--- config.mk ---
export PLATFORM = sky130hd
export DESIGN_NAME = serial_adder
export DESIGN_NICKNAME = d
export VERILOG_FILES = /design/src/rtl/serial_adder_pkg.sv /design/src/rtl/full_adder_cell.sv /design/src/rtl/half_adder.sv /design/src/rtl/serial_adder.sv
export SDC_FILE = /design/constraint.sdc
export NUM_CORES = 1
export LEC_CHECK = 0
export BUFFER_PORTS_ARGS = -buffer_cell sky130_fd_sc_hd__buf_2
export CAP_MARGIN = 10
export CORE_ASPECT_RATIO = 0.5
export CORE_UTILIZATION = 30
export DETAILED_ROUTE_END_ITERATION = 6
export RECOVER_POWER = 50
export SLEW_MARGIN = 20
export SYNTH_ARGS = -nofsm -noshare
export SYNTH_HDL_FRONTEND = slang
export SYNTH_SLANG_ARGS = --single-unit
--- constraint.sdc ---
create_clock -name clk -period 1.76 [get_ports clk]
set_input_delay 0.176 -clock clk [delete_from_list [all_inputs] [get_ports clk]]
set_output_delay 0.176 -clock clk [all_outputs]
set_load 0.01 [all_outputs]
--- src/rtl/serial_adder_pkg.sv ---
// Shared types for the bit-serial adder.
package serial_adder_pkg;

  typedef enum logic [1:0] {IDLE, SHIFT, DONE} sa_state_t;

endpackage

--- src/rtl/full_adder_cell.sv ---
// Combinational full adder built from two half adders and an OR for the carry.
module full_adder_cell (
  input  logic a,
  input  logic b,
  input  logic cin,
  output logic s,
  output logic cout
);

  logic s0, c0, c1;

  half_adder u_ha0 (.a(a),  .b(b),   .s(s0), .c(c0));
  half_adder u_ha1 (.a(s0), .b(cin), .s(s),  .c(c1));

  assign cout = c0 | c1;

endmodule

--- src/rtl/half_adder.sv ---
// Combinational half adder: s = a ^ b, c = a & b.
module half_adder (
  input  logic a,
  input  logic b,
  output logic s,
  output logic c
);

  assign s = a ^ b;
  assign c = a & b;

endmodule

--- src/rtl/serial_adder.sv ---
// Bit-serial WIDTH-bit adder, LSB first, one full-adder cell, start/busy/done handshake.
// Define SERIAL_ADDER_OVF_EN to add the registered two's-complement overflow output ovf.
module serial_adder
  import serial_adder_pkg::*;
#(
  parameter int WIDTH = 8
) (
  input  logic             clk,
  input  logic             rst_n,
  input  logic             start,
  input  logic [WIDTH-1:0] a,
  input  logic [WIDTH-1:0] b,
  input  logic             cin,
  output logic             busy,
  output logic             done,
  output logic [WIDTH-1:0] sum,
  output logic             cout
`ifdef SERIAL_ADDER_OVF_EN
  ,
  output logic             ovf
`endif
);

  localparam int CNT_W = $clog2(WIDTH);

  sa_state_t        state, state_next;
  logic [WIDTH-1:0] a_sr, b_sr;
  logic             carry;
  logic [CNT_W-1:0] count;
  logic             last_bit;
  logic             fa_s, fa_c;

  full_adder_cell u_fa (
    .a   (a_sr[0]),
    .b   (b_sr[0]),
    .cin (carry),
    .s   (fa_s),
    .cout(fa_c)
  );

  assign last_bit = (count == CNT_W'(WIDTH - 1));

  always_ff @(posedge clk or negedge rst_n) begin
    if (!rst_n) state <= IDLE;
    else        state <= state_next;
  end

  always_comb begin
    state_next = state;
    busy       = 1'b0;
    done       = 1'b0;
    case (state)
      IDLE:  if (start) state_next = SHIFT;
      SHIFT: begin
        busy = 1'b1;
        if (last_bit) state_next = DONE;
      end
      DONE: begin
        done       = 1'b1;
        state_next = IDLE;
      end
      default: state_next = IDLE;
    endcase
  end

  // sum fills from the MSB side, so after WIDTH shifts bit 0 holds the first-computed LSB
  always_ff @(posedge clk or negedge rst_n) begin
    if (!rst_n) begin
      a_sr  <= '0;
      b_sr  <= '0;
      carry <= 1'b0;
      count <= '0;
      sum   <= '0;
      cout  <= 1'b0;
`ifdef SERIAL_ADDER_OVF_EN
      ovf   <= 1'b0;
`endif
    end else begin
      case (state)
        IDLE: begin
          if (start) begin
            a_sr  <= a;
            b_sr  <= b;
            carry <= cin;
            count <= '0;
          end
        end
        SHIFT: begin
          sum   <= {fa_s, sum[WIDTH-1:1]};
          carry <= fa_c;
          a_sr  <= a_sr >> 1;
          b_sr  <= b_sr >> 1;
          count <= count + 1'b1;
          if (last_bit) begin
            cout <= fa_c;
`ifdef SERIAL_ADDER_OVF_EN
            ovf  <= carry ^ fa_c;
`endif
          end
        end
        default: ;
      endcase
    end
  end

endmodule

Yosys cells after proc, flatten, opt, wreduce, memory -nomap -nowiden:

Cells that the tools add are included.

* logic and storage cells: 36
* register bits after elaboration: 31
* output and inout bits: 11
* bits of input ports: 20

* muxes and demuxes: 13
* equality and inequality tests: 5
* bitwise logic cells: 5
* add/sub/neg operators: 1
* reduce and logical (&&, ||, !) cells: 5

Operators by type and width (number)
* $pmux 8 s2: 2
* $mux 8: 2
* $pmux 3 s2: 1
* $reduce_and 2->1: 3
* $mux 2: 2
* $ne 2x2->1 const B: 2
* $pmux 2 s2: 1
* $add 3x1->3 const B: 1
* $eq 3x3->1 const B: 1
* $mux 1: 3
* $mux 3: 1
* $and 1x1->1: 2
* $eq 2x1->1 const B: 1
* $eq 2x2->1 const B: 1
* $logic_not 2->1: 1
* $pmux 1 s2: 1
* $reduce_bool 2->1: 1
* $xor 1x1->1: 2
* $or 1x1->1: 1

Logic depth before layout (Yosys ltp):

* depth after elaboration: 4
* gate-level depth with buffers: 5
* gate-level depth less buffers: 4

Hierarchy:

Synthesis repeated with hierarchy kept, for this count alone.

* cell total of the unflattened synthesis: 113
* area, all modules: 1418.9 um2

Modules (own cells, without submodules)
* serial_adder: cells an instance 110, sequential area each 775.7 um2, instances 1, area each 1387.6 um2
* half_adder: cells an instance 1, sequential area each 0.0 um2, instances 2, area each 12.5 um2
* full_adder_cell: cells an instance 1, sequential area each 0.0 um2, instances 1, area each 6.3 um2

Least setup slack after synthesis:

No wires, ideal clock.

* path kind: flip-flop to flip-flop
* start point: reg count[0]
* end point: reg cout
* clock period less this slack: 1.274 ns
* setup slack: 0.486 ns
* required time: 1.635 ns
* buffers on the path: 0
* stages on the path, launching flop included: 5
* library setup time: 0.125 ns
* arrival: 1.149 ns
* path through: dfrtp_1 > ha_1 > ha_1 > and2_4 > mux2_4

* cells in the longest elaborated chain, start to end: 2

RTL lines
* start, declared: RTL line serial_adder.sv:29 `logic [CNT_W-1:0] count;`
* start signal, assigned: RTL line serial_adder.sv:93 `count <= count + 1'b1;`
* $eq 3x3->1: RTL line serial_adder.sv:41 `assign last_bit = (count == CNT_W'(WIDTH - 1));`
* $reduce_and 2->1 (no source line)
* end signal, assigned: RTL line serial_adder.sv:74 `cout <= 1'b0;`
* end signal, assigned: RTL line serial_adder.sv:95 `cout <= fa_c;`
* end, declared: RTL line serial_adder.sv:17 `output logic cout`

No other way between the ends.
A chain may end at the register's enable or synchronous reset.

Final worst setup path:

* start point: reg state[1]
* end point: out done

* cells in the longest elaborated chain, start to end: 2

RTL lines
* start, declared: RTL line serial_adder.sv:26 `sa_state_t state, state_next;`
* start signal, assigned: RTL line serial_adder.sv:45 `else state <= state_next;`
* $eq 2x2->1: RTL line serial_adder.sv:52 `case (state)`
* $mux 1: RTL line serial_adder.sv:52
* end, declared: RTL line serial_adder.sv:15 `output logic done,`

No other way between the ends.

==> out/results.ini <==
[status]
status = finished, final reports clean

[cells_and_area]
multiInputGateArea_um2 = 520
fin_nets = 183
fin_cells = 213
final_cell_mix = 31 x dfrtp_1, 26 x nand2_1, 24 x o22ai_1, 20 x buf_2, 11 x a21oi_1
area_growth_pct = 19.7
drive_gt1_share_pct = 19.5
final.fill_count = 426
regArea_um2 = 776
insertedDiodeCount = 0
final_common_cell = dfrtp_1

[place]
place_hpwl_mm = 1.91
gp_congestion = 0.778
port_buffers = 30
dp_cells = 206

[worst_setup_path]
rr_worst_depth = 4
critPathBufInv = 2
cp.arrival_ns = 1.35
rr_endpoint = cout
max_stage_delay_ns = 0.45
critPathKind = flop to primary output
crit_required_ns = 1.58
r2r_start = state[1]
cp-start-kind = flop
cpMaxStageDelayCell = dfrtp_1
worstPathMaxFanout = 15
reg2reg_slack_ns = 0.35
crit_family = buffers and inverters
path_cells = inv_1 > nor2_1 > buf_2
worst_setup_path_end_kind = primary output

[yosys]
synth.mux.area_fraction_pct = 1.12
syn_nets = 151
yosys.area_share.simple_pct = 11.9
synth_cell_types = 23
syn_inst = 128
synth_compound_area_share_pct = 22.5
ys_ff_latch = 31
synth_xor_area_share_pct = 0
yosysSeqAreaShare_pct = 57.9
yosysWarnings = 0
syn_avg_cell_area_um2 = 10.5
synthAdderAreaFrac_pct = 3.36
synth_top_family_by_area = compound AO/OA/AOI/OAI gates
synthesis.area_um2 = 1340

[floorplanning]
die_h_um = 49.3
core_area_um2 = 4080
die_w_um = 96.5
die_area_um2 = 4750
rows = 16
start_util_pct = 32.8
io_pins = 31

[clock_network]
cts_tree = yes
path_clk_slew_ns = 0.06
clk_latency_ns = 0.28
cts.sinks = 31
htreeDepth = 2
postCtsSetupBuffers = 0
cts-root-buf = clkbuf_8
cts_buffers = 5
cts_buffer_depth = 2

[worst_hold_path]
whs_endpoint = b_sr[7]
min_from = b[7]
hold_path_depth = 2
hold_path.class = primary input to flop

[power_and_ir_drop]
power.total_uw = 2830
power.leakage_uw = 0.000729
ir_drop_uv = 358
cellPowerDensity_nw_per_um2 = 1770

[grt]
grt_max_degree = 32
grt_pass1_vias = 1000
grt_pass1_wl_mm = 4.70
track_usage_pct = 13.2
grt_overflow = 0
antenna_found_initial = 0

[routing]
routed_via_density = 5.04
routedWlPerCell_um = 13.4
routed.top_layer = met4
vias = 1074
routed_wl_mm = 2.85
first_pass_iters = 4
drt-initial-drc-count = 30
ant_nets = 0
route.met2.wl_mm = 1.30
drt-met1-wl_mm = 1.36
routed-wl-met3_um = 148
drcViolationCount = 0

[timing]
finClkSkew_ns = 0.00351
worst_pin_slew_ns = 0.766
fin_crit_ns = 1.53
rsz0062_at_grt = false
fmaxAchievable_ghz = 0.655
max_slew_margin_pct = 48.9
finalSetupViolations = 0
fin_crit_sh_pct = 86.8
slew_violations = 0
hold_viol = 0
fin_tns_setup_ns = 0

[run]
drv_cap = 0

[sequential cells by signal (all words and copies together), names as in the netlist]
register  cells
b_sr          8
carry         1
count         3
cout          1
a_sr          8
sum           8
state         2
[how the worst max path moves through the flow]
| stage | from | end | slack [ns] | cells after the start |
|---|---|---|---|---|
| 2_1_floorplan | count[0] | cout | 0.49 | 4 |
| 3_3_place_gp | state[1] | cout | 0.38 | 4 |
| 3_5_place_dp | state[1] | cout | 0.36 | 4 |
| 4_1_cts | state[1] | done | 0.22 | 3 |
| 5_1_grt | state[1] | done | 0.14 | 3 |
| 6_report | state[1] | done | 0.23 | 3 |
[metrics by stage]
step / worst slack [ns] / hold slack (ns) / cell area (µm²) / util [%]
floorplan: 0.486 / -0.120 / 1340 / -
global placement: 0.381 / 0.259 / 1530 / 37.5
detailed placement: 0.361 / 0.255 / 1530 / 37.5
CTS: 0.222 / 0.146 / 1620 / 39.6
global route: 0.140 / 0.164 / 1600 / 39.3
finish: 0.232 / 0.151 / 1600 / 39.3
[cells by family (layout without fill, tap and decap cells)]
group | count (synthesis) | after routing
buffers and inverters | 10 | 41
AO/OA/AOI/OAI | 47 | 47
adder cells (fa/ha/maj) | 3 | 3
AND/OR/NAND/NOR | 36 | 36
flip-flops | 31 | 31
multiplexers | 1 | 1
[layer usage]
metal | vias to the layer above | track usage, %
met2 | 19 | 20.1
li1 | 530 | -
met4 | 0 | 5.15
met5 | - | 0
met1 | 518 | 17.2
met3 | 7 | 4.52
[Yosys cell counts]
master | n | area share, %
nand2b_1 | 4 | 1.9
o21ai_0 | 3 | 1.1
inv_2 | 1 | 0.28
a2bb2oi_1 | 4 | 2.6
nor2_1 | 3 | 0.84
a22o_1 | 2 | 1.3
mux2_4 | 1 | 1.1
o221a_2 | 1 | 0.84
clkbuf_1 | 1 | 0.28
buf_2 | 5 | 1.9
or4b_1 | 1 | 0.75
nor2b_1 | 1 | 0.47
inv_1 | 2 | 0.56
a32o_1 | 1 | 0.75
nand2_1 | 26 | 7.3
ha_1 | 2 | 1.9
o22ai_1 | 24 | 11
a21oi_1 | 11 | 4.1
buf_1 | 1 | 0.28
dfrtp_1 | 31 | 58
o21bai_1 | 1 | 0.56
fa_1 | 1 | 1.5
and2_4 | 1 | 0.65
[power by group]
part / switching [µW] / leakage [µW] / internal, µW
combinational: 583 / 0.000324 / 467
clock: 237 / 0.0000371 / 263
sequential: 241 / 0.000368 / 1040
total: 1060 / 0.000729 / 1770
[final cells by class]
class | count | area share [%]
sequential | 31 | 48.4
multi-input combinational | 87 | 32.4
timing repair buffer | 32 | 9.75
clock buffer | 6 | 4.52
tap | 54 | 4.21
inverter | 3 | 0.702
[timing repair]
action,4_1_cts,5_1_grt
hold buffers,1,0
gates resized for setup,0,0
endpoints found under the hold margin,31,0
Power figures use the tool's default switching activity.
